$ cat config.mk
export PLATFORM = sky130hd
export DESIGN_NAME = rv32i_exec_stage
export DESIGN_NICKNAME = d
export VERILOG_FILES = /design/src/rtl/rv32i_pkg.sv /design/src/rtl/rv32i_alu_comb.sv /design/src/rtl/rv32i_exec_stage.sv
export SDC_FILE = /design/constraint.sdc
export NUM_CORES = 1
export LEC_CHECK = 0
export ABC_AREA = 1
export BUFFER_PORTS_ARGS = -buffer_cell sky130_fd_sc_hd__buf_2
export CORE_MARGIN = 3
export CORE_UTILIZATION = 55
export CTS_BUF_LIST = sky130_fd_sc_hd__clkbuf_16
export CTS_CLUSTER_DIAMETER = 150
export DETAILED_ROUTE_END_ITERATION = 7
export PLACE_DENSITY_LB_ADDON = 0.05
export SLEW_MARGIN = 30
export SYNTH_ARGS = -nofsm -noshare
export SYNTH_HDL_FRONTEND = slang
export SYNTH_HIERARCHICAL = 1
export SYNTH_SLANG_ARGS = --single-unit
$ cat constraint.sdc
create_clock -name clk -period 1.6 [get_ports clk]
set_input_delay 0.24 -clock clk [delete_from_list [all_inputs] [get_ports clk]]
set_output_delay 0.24 -clock clk [all_outputs]
set_load 0.05 [all_outputs]
$ cat src/rtl/rv32i_pkg.sv
// Shared RV32I definitions for the execute stage: opcode/funct3 encodings
// and the immediate extraction helpers.
package rv32i_pkg;

    localparam logic [6:0] OP_R      = 7'b0110011;
    localparam logic [6:0] OP_RIMM   = 7'b0010011;
    localparam logic [6:0] OP_LOAD   = 7'b0000011;
    localparam logic [6:0] OP_S      = 7'b0100011;
    localparam logic [6:0] OP_B      = 7'b1100011;
    localparam logic [6:0] OP_LUI    = 7'b0110111;
    localparam logic [6:0] OP_AUIPC  = 7'b0010111;
    localparam logic [6:0] OP_JAL    = 7'b1101111;
    localparam logic [6:0] OP_JALR   = 7'b1100111;
    localparam logic [6:0] OP_SYSTEM = 7'b1110011;

    localparam logic [2:0] F3_ADD  = 3'b000;
    localparam logic [2:0] F3_SLL  = 3'b001;
    localparam logic [2:0] F3_SLT  = 3'b010;
    localparam logic [2:0] F3_SLTU = 3'b011;
    localparam logic [2:0] F3_XOR  = 3'b100;
    localparam logic [2:0] F3_SR   = 3'b101;
    localparam logic [2:0] F3_OR   = 3'b110;
    localparam logic [2:0] F3_AND  = 3'b111;

    localparam logic [2:0] F3_BEQ  = 3'b000;
    localparam logic [2:0] F3_BNE  = 3'b001;
    localparam logic [2:0] F3_BLT  = 3'b100;
    localparam logic [2:0] F3_BGE  = 3'b101;
    localparam logic [2:0] F3_BLTU = 3'b110;
    localparam logic [2:0] F3_BGEU = 3'b111;

    function automatic logic [31:0] imm_i(input logic [31:0] inst);
        return {{20{inst[31]}}, inst[31:20]};
    endfunction

    function automatic logic [31:0] imm_s(input logic [31:0] inst);
        return {{20{inst[31]}}, inst[31:25], inst[11:7]};
    endfunction

    function automatic logic [31:0] imm_b(input logic [31:0] inst);
        return {{19{inst[31]}}, inst[31], inst[7], inst[30:25], inst[11:8], 1'b0};
    endfunction

    function automatic logic [31:0] imm_u(input logic [31:0] inst);
        return {inst[31:12], 12'b0};
    endfunction

    function automatic logic [31:0] imm_j(input logic [31:0] inst);
        return {{11{inst[31]}}, inst[31], inst[19:12], inst[20], inst[30:21], 1'b0};
    endfunction

endpackage

$ cat src/rtl/rv32i_alu_comb.sv
// Combinational ALU and branch comparator. Only R/Rimm honour funct3 for the
// ALU; everything else adds. Branch compare always uses a (rs1) vs b (rs2).
module rv32i_alu_comb
    import rv32i_pkg::*;
(
    input  logic [31:0] a,
    input  logic [31:0] b,
    input  logic [31:0] inst,
    output logic [31:0] alu_out,
    output logic        take_b
);

    logic [6:0] opcode;
    logic [2:0] funct3;
    logic       alt;
    logic [4:0] shamt;
    logic       is_r;
    logic       unused_inst_bits;

    assign opcode = inst[6:0];
    assign funct3 = inst[14:12];
    assign alt    = inst[30];
    assign shamt  = b[4:0];
    assign is_r   = (opcode == OP_R);
    assign unused_inst_bits = &{1'b0, inst[31], inst[29:15], inst[11:7]};

    always_comb begin
        alu_out = a + b;
        if (is_r || opcode == OP_RIMM) begin
            case (funct3)
                F3_ADD:  alu_out = (is_r && alt) ? a - b : a + b;
                F3_SLL:  alu_out = a << shamt;
                F3_SLT:  alu_out = {31'b0, $signed(a) < $signed(b)};
                F3_SLTU: alu_out = {31'b0, a < b};
                F3_XOR:  alu_out = a ^ b;
                F3_SR:   alu_out = alt ? $unsigned($signed(a) >>> shamt) : a >> shamt;
                F3_OR:   alu_out = a | b;
                default: alu_out = a & b;
            endcase
        end
    end

    always_comb begin
        take_b = 1'b0;
        if (opcode == OP_B) begin
            case (funct3)
                F3_BEQ:  take_b = (a == b);
                F3_BNE:  take_b = (a != b);
                F3_BLT:  take_b = ($signed(a) < $signed(b));
                F3_BGE:  take_b = ($signed(a) >= $signed(b));
                F3_BLTU: take_b = (a < b);
                F3_BGEU: take_b = (a >= b);
                default: take_b = 1'b0;
            endcase
        end
    end

endmodule

$ cat src/rtl/rv32i_exec_stage.sv
// RV32I execute stage: immediate decode, operand select, ALU, branch target,
// all registered with one cycle of latency.
module rv32i_exec_stage
    import rv32i_pkg::*;
(
    input  logic        clk,
    input  logic        resetn,
    input  logic        in_valid,
    input  logic [31:0] inst,
    input  logic [31:0] pc,
    input  logic [31:0] rs1,
    input  logic [31:0] rs2,
    output logic        out_valid,
    output logic [31:0] result,
    output logic [31:0] imm,
    output logic        take_b,
    output logic [31:0] addr
);

    logic [6:0]  opcode;
    logic [31:0] imm_d, imm_q;
    logic [31:0] op_a, op_b, base, alu_out, sum;
    logic        alu_take_b;
    logic [31:0] result_d, result_q;
    logic [31:0] addr_d, addr_q;
    logic        take_b_d, take_b_q;
    logic        out_valid_d, out_valid_q;

    assign opcode = inst[6:0];

    always_comb begin
        case (opcode)
            OP_LOAD, OP_RIMM, OP_JALR: imm_d = imm_i(inst);
            OP_S:                      imm_d = imm_s(inst);
            OP_B:                      imm_d = imm_b(inst);
            OP_LUI, OP_AUIPC:          imm_d = imm_u(inst);
            OP_JAL:                    imm_d = imm_j(inst);
            default:                   imm_d = 32'd0;
        endcase
    end

    always_comb begin
        op_a = rs1;
        if (opcode == OP_JAL || opcode == OP_JALR || opcode == OP_AUIPC)
            op_a = pc;
        op_b = 32'd4;
        if (opcode == OP_R || opcode == OP_B)
            op_b = rs2;
        else if (opcode == OP_RIMM || opcode == OP_AUIPC)
            op_b = imm_d;
    end

    rv32i_alu_comb u_alu (
        .a       (op_a),
        .b       (op_b),
        .inst    (inst),
        .alu_out (alu_out),
        .take_b  (alu_take_b)
    );

    // Branch/JAL targets are pc-relative; loads, stores and JALR are rs1-relative.
    always_comb begin
        base = (opcode == OP_JAL || opcode == OP_B) ? pc : rs1;
        sum  = base + imm_d;
        addr_d = (opcode == OP_JALR) ? {sum[31:1], 1'b0} : sum;
    end

    always_comb begin
        out_valid_d = in_valid;
        result_d    = result_q;
        take_b_d    = take_b_q;
        addr_d_hold: begin end
        if (in_valid) begin
            result_d = (opcode == OP_LUI) ? imm_d : alu_out;
            take_b_d = alu_take_b;
        end
    end

    always_ff @(posedge clk or negedge resetn) begin
        if (!resetn) begin
            out_valid_q <= 1'b0;
            result_q    <= 32'd0;
            imm_q       <= 32'd0;
            take_b_q    <= 1'b0;
            addr_q      <= 32'd0;
        end else begin
            out_valid_q <= out_valid_d;
            result_q    <= result_d;
            take_b_q    <= take_b_d;
            if (in_valid) begin
                imm_q  <= imm_d;
                addr_q <= addr_d;
            end
        end
    end

    assign out_valid = out_valid_q;
    assign result    = result_q;
    assign imm       = imm_q;
    assign take_b    = take_b_q;
    assign addr      = addr_q;

endmodule

==> results of run 1 <==
==> through the flow <==
stage          setup TNS [ps]  hold WS, ps  cell area, sq um
4_1_cts                -76800          189             28000
3_5_place_dp          -127440         79.1             25600
3_3_place_gp          -121910         78.3             25600
2_1_floorplan          -66860        -55.6             19300
==> repair_timing <==
item | CTS
hold endpoints to repair | 83
resized for setup | 437
hold buffers | 1
pin swaps | 106
gates cloned | 5
endpoints found under the setup margin | 65
buffers inserted | 39
==> kinds of logic after synthesis <==
| group | count (synthesis) | share of synthesized area [%] |
|---|---|---|
| flops | 98 | 13.1 |
| simple gates | 2082 | 46.5 |
| compound gates | 504 | 14.8 |
| xor+xnor | 29 | 1.35 |
| mux | 4 | 0.280 |
| buf+inv | 680 | 15.1 |
| fa+ha+maj | 131 | 8.84 |
==> layer usage <==
| layer | global-route usage [%] | GRT overflow |
|---|---|---|
| met5 | 56.2 | 0 |
| met4 | 90.1 | 208 |
| met3 | 75.3 | 11 |
| met2 | 100 | 345 |
| met1 | 84.0 | 11 |
==> reports/results.md, run 1 <==
• All-Layer GR Usage: 86.7%
• warning count from the yosys run: 6
• cell at the root of the clock tree: sky130_fd_sc_hd__clkbuf_16
• Worst endpoint, post-GRT repair: result[23]$_DFFE_PN0P_/D
• Commonest cells post-synth: sky130_fd_sc_hd__nand2_1 (1,312), sky130_fd_sc_hd__inv_1 (500), sky130_fd_sc_hd__nand3_1 (409)
• Distinct cells, synth: 61
• result of the run: aborted with a tool error
• Placed Cells: 4,749
• number of buffers inserted by port buffering: 228
• number of primary I/O pins: 229
• Vert. Die Dim: 191 microns
• Initial Util: 55.9%
• top-count cell post-synth: sky130_fd_sc_hd__nand2_1
• leading register cell type out of synthesis: sky130_fd_sc_hd__dfrtp_1
• GRT overflow: 575
• post-synthesis instance area: 18,800 sq um
• Async SR Flop Fraction: 100%
• cell count after synthesis: 3,528
• synthesized net count: 3,790
• number of core rows: 67
• worst slack after detailed placement: -2520 ps
• cell types occupying the most area after synthesis: sky130_fd_sc_hd__nand2_1 (26%), sky130_fd_sc_hd__dfrtp_1 (13%), sky130_fd_sc_hd__nand3_1 (11%)
• maximum number of pins on one net before global-route repair: 83
• number of enable flip-flop cells after synthesis: 0
• estimated wirelength of the detail-placed design: 84,200 microns
• buffer levels on the longest clock path: 2
• total CTS buffers: 9
• Mapped Avg Cell Area: 5.33 sq um
• H-tree depth: 3
• overall die width: 191 microns
• cell type with the largest total area after synthesis: sky130_fd_sc_hd__nand2_1
• global placer's final weighted congestion: 1.26
• sequential area share after synthesis: 13.1%
• tool error: [ERROR GRT-0232] Routing congestion too high. Check the congestion heatmap in the GUI.
• worst endpoint type: register data pin
• fraction of post-synthesis cell area in the top cell type by area: 26.2%
• Synth Register Bits: 98
• Exit stage: 5_1_grt
• TritonCTS sink count: 98
==> run 2: changes to the inputs <==
--- a/config.mk
+++ b/config.mk
@@ -8,11 +8,9 @@
 export ABC_AREA = 1
 export BUFFER_PORTS_ARGS = -buffer_cell sky130_fd_sc_hd__buf_2
 export CORE_MARGIN = 3
-export CORE_UTILIZATION = 55
-export CTS_BUF_LIST = sky130_fd_sc_hd__clkbuf_16
-export CTS_CLUSTER_DIAMETER = 150
+export CORE_UTILIZATION = 40
 export DETAILED_ROUTE_END_ITERATION = 7
-export PLACE_DENSITY_LB_ADDON = 0.05
+export PLACE_DENSITY_LB_ADDON = 0.15
 export SLEW_MARGIN = 30
 export SYNTH_ARGS = -nofsm -noshare
 export SYNTH_HDL_FRONTEND = slang
==> run 2 against run 1 <==
Against the previous run: the flow now finishes, with violations (negative setup slack); synthesized cell count is the same; area after synthesis is the same.
==> reports/results.md, run 2 <==
• vias post-DR: 27,700
• GRT overflow: 0
• maximum number of pins on one net before global-route repair: 77
• worst stage delay on the critical path: 270 ps
• buffer levels on the longest clock path: 2
• violations in the final reports: negative setup slack
• Worst-Skew Late Latency: 380 ps
• share of layout cells above drive strength 1: 41.1%
• worst reg2reg startpoint: imm[19]$_DFFE_PN0P_
• highest clock rate: 314 MHz
• final hold vios: 0
• startpoint of the tightest hold check path: inst[11]
• cell area reported after detailed placement: 26,300 sq um
• total length of routed wires: 109,000 microns
• DRT Pass-1 Iters: 8
• Commonest cells post-synth: sky130_fd_sc_hd__nand2_1 (1,312), sky130_fd_sc_hd__inv_1 (500), sky130_fd_sc_hd__nand3_1 (409)
• wire length of the first global-routing pass: 157,000 microns
• number of enable flip-flop cells after synthesis: 0
• critical-path maximum fanout: 5
• number of primary I/O pins: 229
• antenna violation net count after detailed routing: 0
• number of core rows: 78
• max-slew violations: 0
• Period Utilization, post-route: 199%
• cell types occupying the most area after synthesis: sky130_fd_sc_hd__nand2_1 (26%), sky130_fd_sc_hd__dfrtp_1 (13%), sky130_fd_sc_hd__nand3_1 (11%)
• Distinct cells, synth: 61
• post-synthesis instance area: 18,800 sq um
• critical register-to-register path endpoint: imm[19]$_DFFE_PN0P_
• post-layout worst setup margin: -1590 ps
• H-tree depth: 3
• library cell contributing the largest single delay on the critical path: sky130_fd_sc_hd__ha_4
• Placed Cells: 4,950
• leading register cell type out of synthesis: sky130_fd_sc_hd__dfrtp_1
• headroom to the max-slew limit: 58.2%
• Initial Util: 41.0%
• RSZ-0062 raised after global routing: yes
• number of nets in the finished design: 4,691
• maximum ir drop on the vdd rail: 0.000691 V
• initial antenna violation count: 6
• All-Layer GR Usage: 41.7%
• cell type with the largest total area after synthesis: sky130_fd_sc_hd__nand2_1
• worst slack after detailed placement: -2400 ps
• cell at the root of the clock tree: sky130_fd_sc_hd__clkbuf_16
• Layout Skew: 0 ps
• overall die width: 223 microns
• leading cell type in the layout, fill and taps excluded: sky130_fd_sc_hd__nand2_1
• hold-critical path depth: 3
• Vert. Die Dim: 223 microns
• initial drt markers: 3,382
• core area: 45,900 sq um
• family with the most delay on the worst path: simple AND/OR/NAND/NOR gates
• number of violations of the max-capacitance limit: 0
• power density over the cells: 412 nW/um^2
• Buf/Inv on CP: 8
• data arrival time of the critical path: 3470 ps
• Finish-stage setup viols: 64
• hold worst-path end: imm[4]$_DFFE_PN0P_
• synthesized net count: 3,790
• top-count cell post-synth: sky130_fd_sc_hd__nand2_1
• total die area: 49,600 sq um
• design area: 30,500 sq um
• critical path capture point type: flip-flop
• Clock Pin Slew Worst Setup and Hold Paths: 80 ps
• Startpoint Class: primary input
• type of the worst setup path: primary input to flip-flop
• TritonCTS sink count: 98
• CP most frequent cell: sky130_fd_sc_hd__nand2_2
• minimum period implied by the final worst setup slack: 3190 ps
• post-route insts no fill: 5,037
• Async SR Flop Fraction: 100%
• detail-routed net length per standard cell: 21.7 microns
• sequential area share after synthesis: 13.1%
• Post-Route Setup TNS: -78,650 ps
• post-route DRC violation count: 0
• commonest cells after routing, fill and taps aside: sky130_fd_sc_hd__nand2_1 (1,083), sky130_fd_sc_hd__buf_4 (742), sky130_fd_sc_hd__inv_1 (432), sky130_fd_sc_hd__nand3_1 (328), sky130_fd_sc_hd__buf_2 (220)
• flop-to-flop setup slack: 860 ps
• estimated wirelength of the detail-placed design: 89,300 microns
• fraction of post-synthesis cell area in the top cell type by area: 26.2%
• vias in the first global route: 25,400
• global placer's final weighted congestion: 1.08
• Worst Hold Class: primary input to flip-flop
• total CTS buffers: 9
• worst-case reg-to-reg path depth: 2
• via/cell ratio: 5.49
• Synth Register Bits: 98
• number of buffers inserted by port buffering: 228
• area growth from synthesis to final layout: 62.5%
• result of the run: complete, but fails checks
• cell count after synthesis: 3,528
• leakage power total: 16.6 nW
• Worst-Margin Slew: 627 ps
• Mapped Avg Cell Area: 5.33 sq um
• required time worst endpoint: 1880 ps
• clock tree from TritonCTS: done
• warning count from the yosys run: 6
## run 2: how the worst max path moves through the flow
stage / slack, ps / to / cells after the start / from
2_1_floorplan: -1440 / result[30]$_DFFE_PN0P_ / 34 / inst[4]
3_3_place_gp: -2430 / result[24]$_DFFE_PN0P_ / 30 / inst[4]
3_5_place_dp: -2400 / result[24]$_DFFE_PN0P_ / 33 / inst[4]
4_1_cts: -1510 / result[0]$_DFFE_PN0P_ / 33 / inst[4]
5_1_grt: -1740 / result[19]$_DFFE_PN0P_ / 32 / inst[4]
6_report: -1590 / result[13]$_DFFE_PN0P_ / 32 / inst[4]
## run 2: layout make-up
| class | count | area [sq um] |
|---|---|---|
| multi-input cells | 2751 | 16900 |
| clock buffers | 9 | 225 |
| fillers | 4418 | 15300 |
| flip-flops and latches | 98 | 2450 |
| well taps | 600 | 751 |
| inverters | 516 | 2010 |
| clock inverters | 6 | 52.6 |
| diodes | 4 | 10.0 |
| repair buffers | 1053 | 8090 |
## run 2: worst register-to-register path, cell delays in order (launching register included)
cell	delay, ps
sky130_fd_sc_hd__dfrtp_1	470
sky130_fd_sc_hd__nand2_1	100
sky130_fd_sc_hd__o21ai_1	60
## run 2: metrics by stage
stage	hold WS, ps	total power [mW]	utilization, %
final	200	12.6	66.6
after global routing	213	13.1	66.5
after CTS	172	12.1	63.6
after detailed placement	152	9.20	57.3
after global placement	150	9.18	57.3
after floorplan	-55.6	6.25	-
## run 2: kinds of logic (layout without fill, tap and decap cells)
| group | Yosys count | count (layout) | synth area share, % |
|---|---|---|---|
| muxes | 4 | 4 | 0.280 |
| other | 0 | 4 | 0 |
| buffers and inverters | 680 | 1584 | 15.1 |
| xor gates and xnor gates | 29 | 29 | 1.35 |
| DFF | 98 | 98 | 13.1 |
| AOI/OAI and AO/OA | 504 | 504 | 14.8 |
| and+or+nand+nor | 2082 | 2083 | 46.5 |
| adders and majority gates | 131 | 131 | 8.84 |
## run 2: layer usage
| layer | global-route usage (%) | vias up | part of all wire (%) |
|---|---|---|---|
| met5 | 0 | - | 0.012 |
| met4 | 22.4 | 2 | 6.8 |
| met3 | 9.59 | 335 | 11 |
| met2 | 62.3 | 1584 | 42 |
| met1 | 55.6 | 12700 | 40 |
| li1 | - | 13000 | - |
## run 2: repair_timing
action	in CTS	in global routing
endpoints found under the setup margin	65	64
cloned	5	0
hold buffers	1	0
pin swaps	138	166
endpoints found under the hold margin	13	0
buffers inserted	49	17
gates resized for setup	539	345
## run 2: where the power goes
part	switching [mW]	internal, mW	total (mW)	leakage (nW)
clock	1.19	1.07	2.26	0.130
combinational	4.71	2.73	7.44	15.2
sequential	0.160	2.70	2.86	1.23
total	6.06	6.51	12.6	16.6
Power figures use the tool's default switching activity.
